===== src/rtl/scic_mem_pkg.sv =====
// scic_mem_pkg: shared memory-subsystem types and defaults for the RAM, CPU and access controller
package scic_mem_pkg;
  localparam int DATA_WIDTH = 32;
  localparam int ADDR_WIDTH = 5;
  localparam int MEM_DEPTH = 32;
  localparam logic RW_READ = 1'b0;
  localparam logic RW_WRITE = 1'b1;
  typedef enum logic [1:0] {IDLE, SETUP, ACCESS, COMPLETE} state_t;
endpackage


===== src/rtl/ram_access_controller.sv =====
// ram_access_controller: sequences CPU req/done transfers into range-checked, wait-stated RAM cycles
module ram_access_controller #(
  parameter int DATA_WIDTH = scic_mem_pkg::DATA_WIDTH,
  parameter int ADDR_WIDTH = scic_mem_pkg::ADDR_WIDTH,
  parameter int MEM_DEPTH = scic_mem_pkg::MEM_DEPTH,
  parameter int WAIT_STATES = 1
) (
  input  logic                  clock,
  input  logic                  reset_n,
  input  logic                  req,
  input  logic                  rw,
  input  logic [31:0]           addr,
  input  logic [DATA_WIDTH-1:0] wdata,
  output logic                  busy,
  output logic                  done,
  output logic                  err,
  output logic [DATA_WIDTH-1:0] rdata,
  output logic [ADDR_WIDTH-1:0] ram_address,
  output logic [DATA_WIDTH-1:0] ram_data_in,
  output logic                  ram_we,
  output logic                  ram_chip_select,
  input  logic [DATA_WIDTH-1:0] ram_data_out
);
  import scic_mem_pkg::*;
  state_t state;
  logic [ADDR_WIDTH-1:0] mar;
  logic [DATA_WIDTH-1:0] mdr;
  logic rw_l;
  logic [3:0] cnt;
  logic accept, oor;
  assign accept = req && (state == IDLE || state == COMPLETE);
  assign oor = addr >= 32'(MEM_DEPTH);
  // Controls decode from state alone, so reset drops ram_we before the next falling edge
  assign busy = state == SETUP || state == ACCESS;
  assign done = state == COMPLETE;
  assign ram_chip_select = busy;
  assign ram_we = state == ACCESS && rw_l == RW_WRITE;
  assign ram_address = mar;
  assign ram_data_in = mdr;
  always_ff @(posedge clock or negedge reset_n) begin
    if (!reset_n) begin
      state <= IDLE;
      mar <= '0;
      mdr <= '0;
      rw_l <= RW_READ;
      err <= 1'b0;
      rdata <= '0;
      cnt <= '0;
    end else if (accept) begin
      mar <= addr[ADDR_WIDTH-1:0];
      mdr <= wdata;
      rw_l <= rw;
      err <= oor;
      state <= oor ? COMPLETE : SETUP;
    end else begin
      case (state)
        SETUP: begin
          cnt <= 4'(WAIT_STATES - 1);
          state <= ACCESS;
        end
        ACCESS: begin
          if (cnt == 4'd0) begin
            if (rw_l == RW_READ) rdata <= ram_data_out;
            state <= COMPLETE;
          end else cnt <= cnt - 4'd1;
        end
        COMPLETE: state <= IDLE;
        default: state <= IDLE;
      endcase
    end
  end
endmodule


===== config.mk =====
export PLATFORM = sky130hd
export DESIGN_NAME = ram_access_controller
export DESIGN_NICKNAME = d
export VERILOG_FILES = /design/src/rtl/scic_mem_pkg.sv /design/src/rtl/ram_access_controller.sv
export SDC_FILE = /design/constraint.sdc
export NUM_CORES = 1
export LEC_CHECK = 0
export CAP_MARGIN = 20
export CORE_MARGIN = 10
export CORE_UTILIZATION = 30
export CTS_CLUSTER_DIAMETER = 80
export DETAILED_ROUTE_END_ITERATION = 12
export DONT_BUFFER_PORTS = 1
export SETUP_SLACK_MARGIN = 0.05
export SYNTH_ARGS = -nofsm -noshare
export SYNTH_HDL_FRONTEND = slang
export SYNTH_SLANG_ARGS = --single-unit

===== constraint.sdc =====
create_clock -name clock -period 1.82 [get_ports clock]
set_clock_uncertainty 0.15 [all_clocks]
set_input_delay 0.546 -clock clock [delete_from_list [all_inputs] [get_ports clock]]
set_output_delay 0.546 -clock clock [all_outputs]
set_load 0.1 [all_outputs]

# [Yosys cells after proc, flatten, opt, wreduce, memory -nomap -nowiden]
# Cells that the tools add are included.
[classes] n_reduce_logical=9 mul=0 n_addsub=1 eq_ne=5 n_shift=0 n_bitwise=2 n_div=0 n_lt_le_gt_ge=1 mux=6
[ops] op="$ge 32x6->1 const B" count=1
[ops] op="$pmux 4 s2" count=1
[ops] op="$mux 2" count=3
[ops] op="$eq 2x2->1 const B" count=2
[ops] op="$logic_not 4->1" count=1
[ops] op="$mux 4" count=1
[ops] op="$pmux 2 s2" count=1
[ops] op="$reduce_and 4->1" count=1
[ops] op="$sub 4x1->4 const B" count=1
[ops] op="$ne 3x2->1 const B" count=1
[ops] op="$reduce_and 3->1" count=1
[ops] op="$eq 2x1->1 const B" count=1
[ops] op="$logic_and 1x1->1" count=2
[ops] op="$logic_not 2->1" count=1
[ops] op="$logic_or 1x1->1" count=2
[ops] op="$ne 2x2->1 const B" count=1
[ops] op="$not 1->1" count=2
[ops] op="$reduce_bool 2->1" count=1
[totals] latchBits=0 memories=0 inputBits=100 romBits=0 elab_cells=31 regBits=77 output_inout_bits=74 mem_bits_rw=0

# [Longest topological paths before layout]
# Gate-level depths: netlist of the first run.
[depth] ltp_word=5 mapped_depth=7 ltp_nobuf=6

# [Worst setup path after synthesis of the first run]
# OpenSTA, ideal clock, no wires.
[synth_timing] kind="reg2out" startpoint="register state[0]" endpoint="output port ram_chip_select" arrival_time_ns=1.892 path_buffers=2 path_stages_with_launch=6 t_required_ns=1.124 slack_ns=-0.768 cell_sequence="dfrtp_1 -> inv_1 -> ha_1 -> buf_2 -> inv_1 -> buf_4"
[synth_via] elab_chain_len=2 word_cells_on_any_way=3 classes_between="eq/ne (2); reduce/logical (1)"
[synth_rtl] item="from (decl)" line_no="ram_access_controller.sv:25" rtl="state_t state;"
[synth_rtl] item="from (signal assigned)" line_no="ram_access_controller.sv:54" rtl="state <= oor ? COMPLETE : SETUP;"
[synth_rtl] item="$eq 2x1->1 / $eq 2x2->1 (equally long branches)" line_no="ram_access_controller.sv:34" rtl="assign busy = state == SETUP || state == ACCESS;"
[synth_rtl] item="$logic_or 1x1->1 (*)" line_no="ram_access_controller.sv:34"
[synth_rtl] item="to (decl)" line_no="ram_access_controller.sv:21" rtl="output logic ram_chip_select,"
# Mark *: on every way between the ends. The rest lies on a longest branch, timed or not.

# [Worst setup path in the final report of the first run]
[layout_timing] startpoint="register state[1]" endpoint="output port ram_chip_select"
# Same word-level chain as after synthesis.

==> summary.txt, run 1 <==
Clk root buf = clkbuf_8
Vias in the first global route = 2327
PortBufs = 0
R2r endpoint = rdata[0]$_DFFE_PN0P_
Filler Cell Count = 898
CTS sink count = 77
Critical path required time = 1.12 ns
Total global routing overflow = 0
Initial antenna violation count = 0
Max-Cap Viols = 0
Pin count of the biggest net entering global routing = 78
GRT Util Overall = 11.4%
Failing checks = hold timing, setup timing
Max Buffers Root-to-Sink = 2
Row count = 37
Crit path DAT = 1.38 ns
Nets = 413
Startpoint class of the critical path = register
Detailed-route DRC error count = 0
1st-iter DRT viols = 43
Synthesized Nets = 309
Final setup violation count = 29
Clk Latency, worst-skew pair = 0.34 ns
Die W = 123 um
Starting Density = 30.9%
CP Max Fanout = 3
Reg2reg setup slack = -0.13 ns
CP endpoint kind = output port
Worst reg-to-reg path cell count = 7
GP Congestion = 0.700
Number of synthesis warnings = 0
Unrepaired setup endpoints after global routing = true
Slew @ Worst Pin = 0.303 ns
Fmax = 481 MHz
Full die area = 15200 um^2
Critical path class = register to output port
Status = finished, violations left
Syn Inst Count = 204
Fin. Hold Viols = 77
Max-slew headroom = 79.8%
DR vias/cell = 4.54
Final WS setup = -0.260 ns
Final instance area = 4890 um^2
Detailed Routing Iterations Pass 1 = 4
Share of post-route cells with drive strength above 1 = 65.4%
Sequential share of the synthesized area = 60.1%
TritonCTS buffer count = 9
Hpwl dp = 6.47 mm
Hold WC Path Type = input port to asynchronous set/reset pin
Antenna Cells = 0
H-tree depth = 3
WL final = 9.31 mm
Mapped cell area = 3210 um^2
WL per Instance = 20.8 um
Total core area = 10400 um^2
Final core occ = 47.2%
CTS tree = yes
Mapped Avg Cell Area = 15.7 um^2
Synthesized flop and latch total = 77
First-pass GRT wire length = 13.5 mm
Max Slew Vio Count = 0
Area added between synthesis and finish = 52.5%
DIE HEIGHT = 123 um
I/O pins = 174
Minimum clock period = 2.08 ns
Via count = 2036
Antenna-violating nets left = 0
Period utilisation layout = 114%
CTS clk-pin slew, worst paths = 0.08 ns
Placed Area = 4260 um^2
Worst hold slack = -0.260 ns
Worst Setup SP = state[1]$_DFFE_PN0P_
Reg-to-reg startpoint = state[1]$_DFFE_PN0P_
Synth cell types = 23
[synthesized netlist by cell type]
library cell,instances,area [um^2]
a21oi_1,4,20.0
nor4_1,8,50.1
mux2_2,40,450
or3_1,1,6.26
dfrtp_1,77,1930
nand2_1,4,15.0
buf_4,1,7.51
ha_1,5,62.6
nor2_1,3,11.3
nor3b_4,1,18.8
inv_1,6,22.5
nand4_1,1,6.26
a31oi_1,2,12.5
buf_6,3,33.8
nand4b_4,1,23.8
nand3_1,1,5.00
o21ai_0,4,20.0
nor3_1,3,15.0
o22ai_1,2,12.5
mux2_4,30,450
nand2b_1,1,6.26
and2_1,1,6.26
buf_2,5,25.0
[area by class of cell]
cell class                 instances  area, um^2  area share, %
clock inverter                     4        47.5          0.972
clock buffer                      11         151           3.10
inverter                           6        26.3          0.537
tap                              136         170           3.48
sequential                        77        1930           39.4
timing repair buffer             102        1270           26.0
multi-input combinational        112        1300           26.5
[cell families after synthesis]
family / synth area share [%]
AO/OA/AOI/OAI: 2.03
adder cells (fa/ha/maj): 1.95
buffers and inverters: 2.77
flip-flops: 60.1
multiplexers: 28.1
AND/OR/NAND/NOR: 5.11
[metal layers]
metal  GRT usage [%]  share of wire, %  vias to the layer above
li1                -                 -                      929
met2            18.9                50                      105
met4            3.71               1.1                        0
met5               0                 0                        -
met1            12.9                39                      993
met3            5.20                11                        9
[through the flow]
stage               setup slack (ns)  std cells  setup TNS, ns
CTS                           -0.296        441          -4.36
global placement             -0.0697        415          -1.04
floorplan                     -0.484        204          -3.66
global route                  -0.321        448          -5.79
finish                        -0.260        448          -3.83
detailed placement            -0.117        415          -2.58
[worst max-delay path by stage]
stage	end	slack [ns]
final	ram_chip_select	-0.26
after global routing	ram_we	-0.32
after CTS	ram_chip_select	-0.30
after detailed placement	rdata[20]$_DFFE_PN0P_	-0.12
after global placement	rdata[20]$_DFFE_PN0P_	-0.07
after floorplan	ram_chip_select	-0.48
[placed cells by master, fill, tap and decap left out, types with 3 or more instances in the layout]
cell type	synthesis	layout
a21oi_1	4	3
buf_12	0	25
buf_16	0	5
buf_4	1	64
clkbuf_16	0	4
clkbuf_8	0	11
dfrtp_1	77	77
ha_4	0	3
inv_2	0	3
mux2_2	40	40
mux2_4	30	30
nand2_1	4	3
nor2_1	3	3
nor3_1	3	3
nor4_1	8	6
[what timing repair did]
action / 4_1_cts / 5_1_grt
gates cloned: 4 / 4
pin swaps: 3 / 6
endpoints found under the setup margin: 74 / 47
gates resized for setup: 17 / 18
setup buffers: 7 / 6
endpoints found under the hold margin: 77 / 77
[flip-flops by register name (all words and copies together), names as in the netlist]
name,flops
rw_l,1
err,1
rdata,32
ram_address,5
state,2
ram_data_in,32
cnt,4
[critical path: stages (launching register included)]
cell and delay [ns]:
dfrtp_1 0.42, ha_4 0.29, clkinvlp_4 0.14, buf_12 0.20
Power of run 1 is left out: the tool's default activity adds up to more than one toggle a clock period on the data nets, which glitch-free logic cannot reach.
==> run 2, diff against run 1 <==
==> constraint.sdc (replaced) <==
create_clock -name clock -period 1.85 [get_ports clock]
set_clock_uncertainty 0.15 [all_clocks]
set_input_delay 0.555 -clock clock [delete_from_list [all_inputs] [get_ports clock]]
set_output_delay 0.555 -clock clock [all_outputs]
set_load 0.1 [all_outputs]
==> run 2 against run 1 <==
  * The run still ends with hold timing, setup timing left
  * Non-clock buffer count rose by 1
  * Flip-flop and latch count did not move
  * Wire length rose by 4.7%
  * Hold slack improved by 0.00059 ns
  * Sequential share of layout area fell by 0.43 points
  * Critical endpoint is now busy
  * Largest cell class unchanged
  * Highest routed layer unchanged
==> summary.txt, run 2 (synthesized netlist as in run 1, its figures left out) <==
Commonest non-fill, non-tap cell in the layout = dfrtp_1
Area added between synthesis and finish = 54.1%
CTS clk-pin slew, worst paths = 0.09 ns (about the same)
WP buf/inv = 2 (unchanged)
TritonCTS buffer count = 9 (unchanged)
GP Congestion = 0.704 (+0.50%)
CTS sink count = 77 (unchanged)
Clk root buf = clkbuf_8
Max Buffers Root-to-Sink = 2 (unchanged)
WL per Instance = 21.7 um (+4.3%)
Clk Latency, worst-skew pair = 0.34 ns (about the same)
CP endpoint kind = output port
Total core area = 10400 um^2 (unchanged)
Full die area = 15200 um^2 (unchanged)
H-tree depth = 3 (unchanged)
Final core occ = 47.7% (+0.52 points)
Critical path class = register to output port
Slowest Stage Delay on Critical Path = 0.42 ns (about the same)
Busiest grt layer = met2
Failing checks = hold timing, setup timing
Minimum clock period = 2.10 ns
Die W = 123 um (unchanged)
DR vias/cell = 4.63 (+1.9%)
Met1 GRT Util = 14.0% (+1.1 points)
Startpoint class of the critical path = register
Initial antenna violation count = 0 (unchanged)
Final WS setup = -0.255 ns (+0.00520 ns)
GR Util met2 = 20.4% (+1.5 points)
Critical path required time = 1.14 ns (+0.02 ns)
Nets = 414 (+0.24%)
Antenna Cells = 0 (unchanged)
Hold WC Path Type = input port to asynchronous set/reset pin
Slew @ Worst Pin = 0.345 ns (+0.0427 ns)
Fmax = 475 MHz
I/O pins = 174 (unchanged)
Status = finished, violations left
Share of post-route cells with drive strength above 1 = 64.6% (-0.73 points)
WL final = 9.75 mm (+4.7%)
Fin. Hold Viols = 77 (unchanged)
Max-slew headroom = 76.7% (-3.1 points)
Detailed Routing Iterations Pass 1 = 4 (unchanged)
First-pass GRT wire length = 14.0 mm (+4.0%)
PortBufs = 0 (unchanged)
Max-Cap Viols = 0 (unchanged)
Antenna-violating nets left = 0 (unchanged)
CP Max Fanout = 3 (unchanged)
Starting Density = 30.9% (unchanged)
GRT Util Overall = 12.2% (+0.79 points)
Top delay family on crit path = flip-flops
Period utilisation layout = 114%
Pin count of the biggest net entering global routing = 78 (unchanged)
Met3 Use GR = 5.79% (+0.59 points)
Final setup violation count = 41 (+41%)
1st-iter DRT viols = 57 (+33%)
Hpwl dp = 6.50 mm (+0.52%)
Via count = 2084 (+2.4%)
Commonest non-fill, non-tap cells in the layout = dfrtp_1, buf_4, mux2_4
CP max stage cell = dfrtp_1
Detailed-route DRC error count = 0 (unchanged)
Vias in the first global route = 2394 (+2.9%)
Row count = 37 (unchanged)
DIE HEIGHT = 123 um (unchanged)
Total global routing overflow = 0 (unchanged)
Critical path cell sequence = ha_4 -> clkinvlp_4 -> buf_12
Unrepaired setup endpoints after global routing = true
Worst hold slack = -0.259 ns (+0.000588 ns)
CTS tree = yes
Max Slew Vio Count = 0 (unchanged)
Crit path DAT = 1.40 ns (+0.02 ns)
run 2: cell types whose count changed in the layout (fill, tap and decap cells not counted), sizes merged:
cell,before,now
clkinv,2,1
inv,5,6
bufinv,1,0
clkbuf,15,11
clkinvlp,2,4
buf,98,103
run 2: cell type report:
type                       count  area, um^2
clock inverter                 5        36.3
multi-input combinational    112        1380
inverter                       6        26.3
fill                         908        5430
timing repair buffer         103        1280
tap                          136         170
sequential                    77        1930
clock buffer                  11         131
run 2: path summary, 6_finish.rpt:
kind | cells after the start | from | end | slack (ns)
worst max-delay path | 3 | state[1]$_DFFE_PN0P_ | busy | -0.25
worst min-delay path | 0 | reset_n | ram_data_in[10]$_DFFE_PN0P_ | -0.26
worst max register to register | 8 | state[0]$_DFFE_PN0P_ | rdata[29]$_DFFE_PN0P_ | -0.13
worst min register to register | 2 | err$_DFFE_PN0P_ | err$_DFFE_PN0P_ | 0.35
max in group asynchronous | 0 | reset_n | rdata[25]$_DFFE_PN0P_ | 1.70
min in group clock | 1 | ram_data_out[17] | rdata[17]$_DFFE_PN0P_ | 0.20
run 2: timing repair:
action | in CTS | in global routing
gates cloned | 9 | 0
endpoints found under the setup margin | 74 | 81
resized for setup | 45 | 27
pin swaps | 3 | 3
setup buffers | 13 | 5
endpoints found under the hold margin | 77 | 77
run 2: per-layer routing:
layer / share of wire [%] / up-vias
met1: 38 / 1009
met4: 0.75 / 0
met5: 0 / -
li1: - / 935
met3: 11 / 12
met2: 50 / 128
run 2: worst reg2reg max path: stages, from the launching register on:
cell,delay (ns)
dfrtp_1,0.40
inv_2,0.10
ha_4,0.22
buf_4,0.14
nand2_4,0.08
nand4b_4,0.16
buf_12,0.18
buf_16,0.14
mux2_4,0.30
run 2: per-stage QoR:
stage	hold WS [ns]	std cells	cell area (um^2)	setup WS, ns	setup TNS, ns
2_1_floorplan	0.109	204	3240	-0.463	-2.69
3_3_place_gp	0.112	413	4240	-0.0138	-0.0275
3_5_place_dp	0.112	413	4240	-0.0581	-0.689
4_1_cts	-0.277	451	4900	-0.283	-5.99
5_1_grt	-0.293	450	4940	-0.329	-8.33
6_report	-0.259	450	4940	-0.255	-4.55
Power of run 2 is left out for the same reason.
==> run 3, diff against run 2 <==
==> constraint.sdc (replaced) <==
create_clock -name clock -period 1.8 [get_ports clock]
set_clock_uncertainty 0.15 [all_clocks]
set_input_delay 0.54 -clock clock [delete_from_list [all_inputs] [get_ports clock]]
set_output_delay 0.54 -clock clock [all_outputs]
set_load 0.1 [all_outputs]
==> run 3 against run 2 <==
  * The flow still finishes with violations (hold timing, setup timing)
  * Flip-flop and latch count unchanged
  * First-iteration DRC count rose by 91%
  * Non-clock buffer count grew 7
  * Critical endpoint is now ram_we
  * Largest cell class unchanged
==> summary.txt, run 3 (synthesized netlist as in run 1, its figures left out) <==
Period utilisation layout = 116%
CTS clk-pin slew, worst paths = 0.09 ns (about the same)
H-tree depth = 3 (unchanged)
CTS sink count = 77 (unchanged)
Commonest non-fill, non-tap cells in the layout = dfrtp_1, buf_4, mux2_4
Unrepaired setup endpoints after global routing = true
Startpoint class of the critical path = register
Hold WC Path Type = input port to asynchronous set/reset pin
Worst reg-to-reg path cell count = 9 (+1)
CP max stage cell = dfrtp_1
Failing checks = hold timing, setup timing
Detailed-route DRC error count = 0 (unchanged)
Reg-to-reg startpoint = state[0]$_DFFE_PN0P_
Clk Latency, worst-skew pair = 0.35 ns (about the same)
Share of post-route cells with drive strength above 1 = 67.0% (+2.3 points)
Max Buffers Root-to-Sink = 2 (unchanged)
Initial antenna violation count = 0 (unchanged)
Minimum clock period = 2.09 ns
Final setup violation count = 80 (+95%)
Commonest non-fill, non-tap cell in the layout = dfrtp_1
Antenna-violating nets left = 0 (unchanged)
Starting Density = 30.9% (unchanged)
Area added between synthesis and finish = 60.1%
Max-slew headroom = 79.9% (+3.2 points)
DIE HEIGHT = 123 um (unchanged)
PortBufs = 0 (unchanged)
Hpwl dp = 6.50 mm (about the same)
Finished Layout Cells = 457 (+1.6%)
Crit path DAT = 1.40 ns (about the same)
Filler Cell Count = 884 (-2.6%)
Reg2reg setup slack = -0.26 ns (-0.13 ns)
Full die area = 15200 um^2 (unchanged)
Die W = 123 um (unchanged)
Worst hold slack = -0.275 ns (-0.0157 ns)
Max Slew Vio Count = 0 (unchanged)
Pin count of the biggest net entering global routing = 78 (unchanged)
Slew @ Worst Pin = 0.301 ns (-0.0438 ns)
TritonCTS buffer count = 9 (unchanged)
GP Congestion = 0.701 (-0.37%)
Fin. Hold Viols = 77 (unchanged)
I/O pins = 174 (unchanged)
R2r endpoint = rdata[22]$_DFFE_PN0P_
Clk root buf = clkbuf_8
Critical path cell sequence = inv_2 -> buf_6 -> ha_4 -> and2_4
WL per Instance = 21.8 um (+0.46%)
Total core area = 10400 um^2 (unchanged)
Row count = 37 (unchanged)
Worst Setup SP = state[0]$_DFFE_PN0P_
Final WS setup = -0.285 ns (-0.0306 ns)
1st-iter DRT viols = 109 (+91%)
CP Max Fanout = 2 (-1)
Critical path class = register to output port
Status = finished, violations left
Vias in the first global route = 2384 (-0.42%)
Total global routing overflow = 0 (unchanged)
GRT Util Overall = 11.6% (-0.58 points)
Via count = 2109 (+1.2%)
WL final = 9.95 mm (+2.0%)
Placed Cells = 415 (+0.48%)
Fmax = 480 MHz
CP endpoint = ram_we
Critical path required time = 1.11 ns (-0.03 ns)
Max-Cap Viols = 0 (unchanged)
Slowest Stage Delay on Critical Path = 0.39 ns (-0.03 ns)
CTS tree = yes
DR vias/cell = 4.61 (-0.35%)
Antenna Cells = 0 (unchanged)
CP endpoint kind = output port
Nets = 421 (+1.7%)
First-pass GRT wire length = 13.5 mm (-3.4%)
Detailed Routing Iterations Pass 1 = 4 (unchanged)
Final TNS setup = -12.59 ns (-8.04 ns)
run 3: cell count changes in the layout (fill, tap and decap cells not counted), moves of 2 or more:
cell / change
a21oi_1: -2
nor3_1: -2
buf_12: -4
buf_8: +3
buf_4: +4
mux2_4: +15
a21oi_2: +2
mux2_2: -15
clkbuf_16: +4
run 3: how the worst min path moves through the flow:
stage | depth (start not counted) | slack (ns) | startpoint | to
5_1_grt | 0 | -0.31 | reset_n | ram_data_in[30]$_DFFE_PN0P_
6_report | 0 | -0.27 | reset_n | ram_data_in[30]$_DFFE_PN0P_
4_1_cts | 0 | -0.31 | reset_n | ram_data_in[30]$_DFFE_PN0P_
2_1_floorplan | 0 | 0.09 | reset_n | cnt[0]$_DFFE_PN0P_
3_3_place_gp | 0 | 0.1 | reset_n | ram_address[0]$_DFFE_PN0P_
3_5_place_dp | 0 | 0.1 | reset_n | ram_data_in[30]$_DFFE_PN0P_
run 3: area by class of cell:
cell class	instances	area, um^2	share of cell area [%]
flip-flops and latches	77	1930	37.5
multi-input cells	112	1450	28.3
repair buffers	110	1360	26.4
well taps	136	170	3.31
clock buffers	11	141	2.75
clock inverters	5	58.8	1.15
inverters	6	26.3	0.512
run 3: metrics by stage:
stage / area, um^2 / worst slack (ns) / hold WS [ns] / util [%]
floorplan: 3240 / -0.498 / 0.0944 / -
finish: 5130 / -0.285 / -0.275 / 49.5
CTS: 4760 / -0.330 / -0.305 / 45.9
detailed placement: 4260 / -0.120 / 0.0978 / 41.1
global placement: 4260 / -0.0906 / 0.0972 / 41.1
global route: 5130 / -0.356 / -0.309 / 49.5
run 3: repair_timing:
action	in CTS	in global routing
buffers inserted	6	14
cloned	6	4
pin swaps	3	10
endpoints found under the hold margin	77	77
gates resized for setup	22	60
endpoints found under the setup margin	75	80
run 3: layer usage:
layer,GRT usage (%),share of wire (%)
met5,0,0
met1,13.2,41
met2,19.1,49
met3,5.52,10
met4,3.49,0.55
run 3: critical path: cells and delay by family, from the launching register on:
family / cells / cell delay [ns]
and+or+nand+nor: 1 / 0.33
adders and majority gates: 1 / 0.13
DFF: 1 / 0.39
buffers and inverters: 2 / 0.18
Power of run 3 is left out for the same reason.
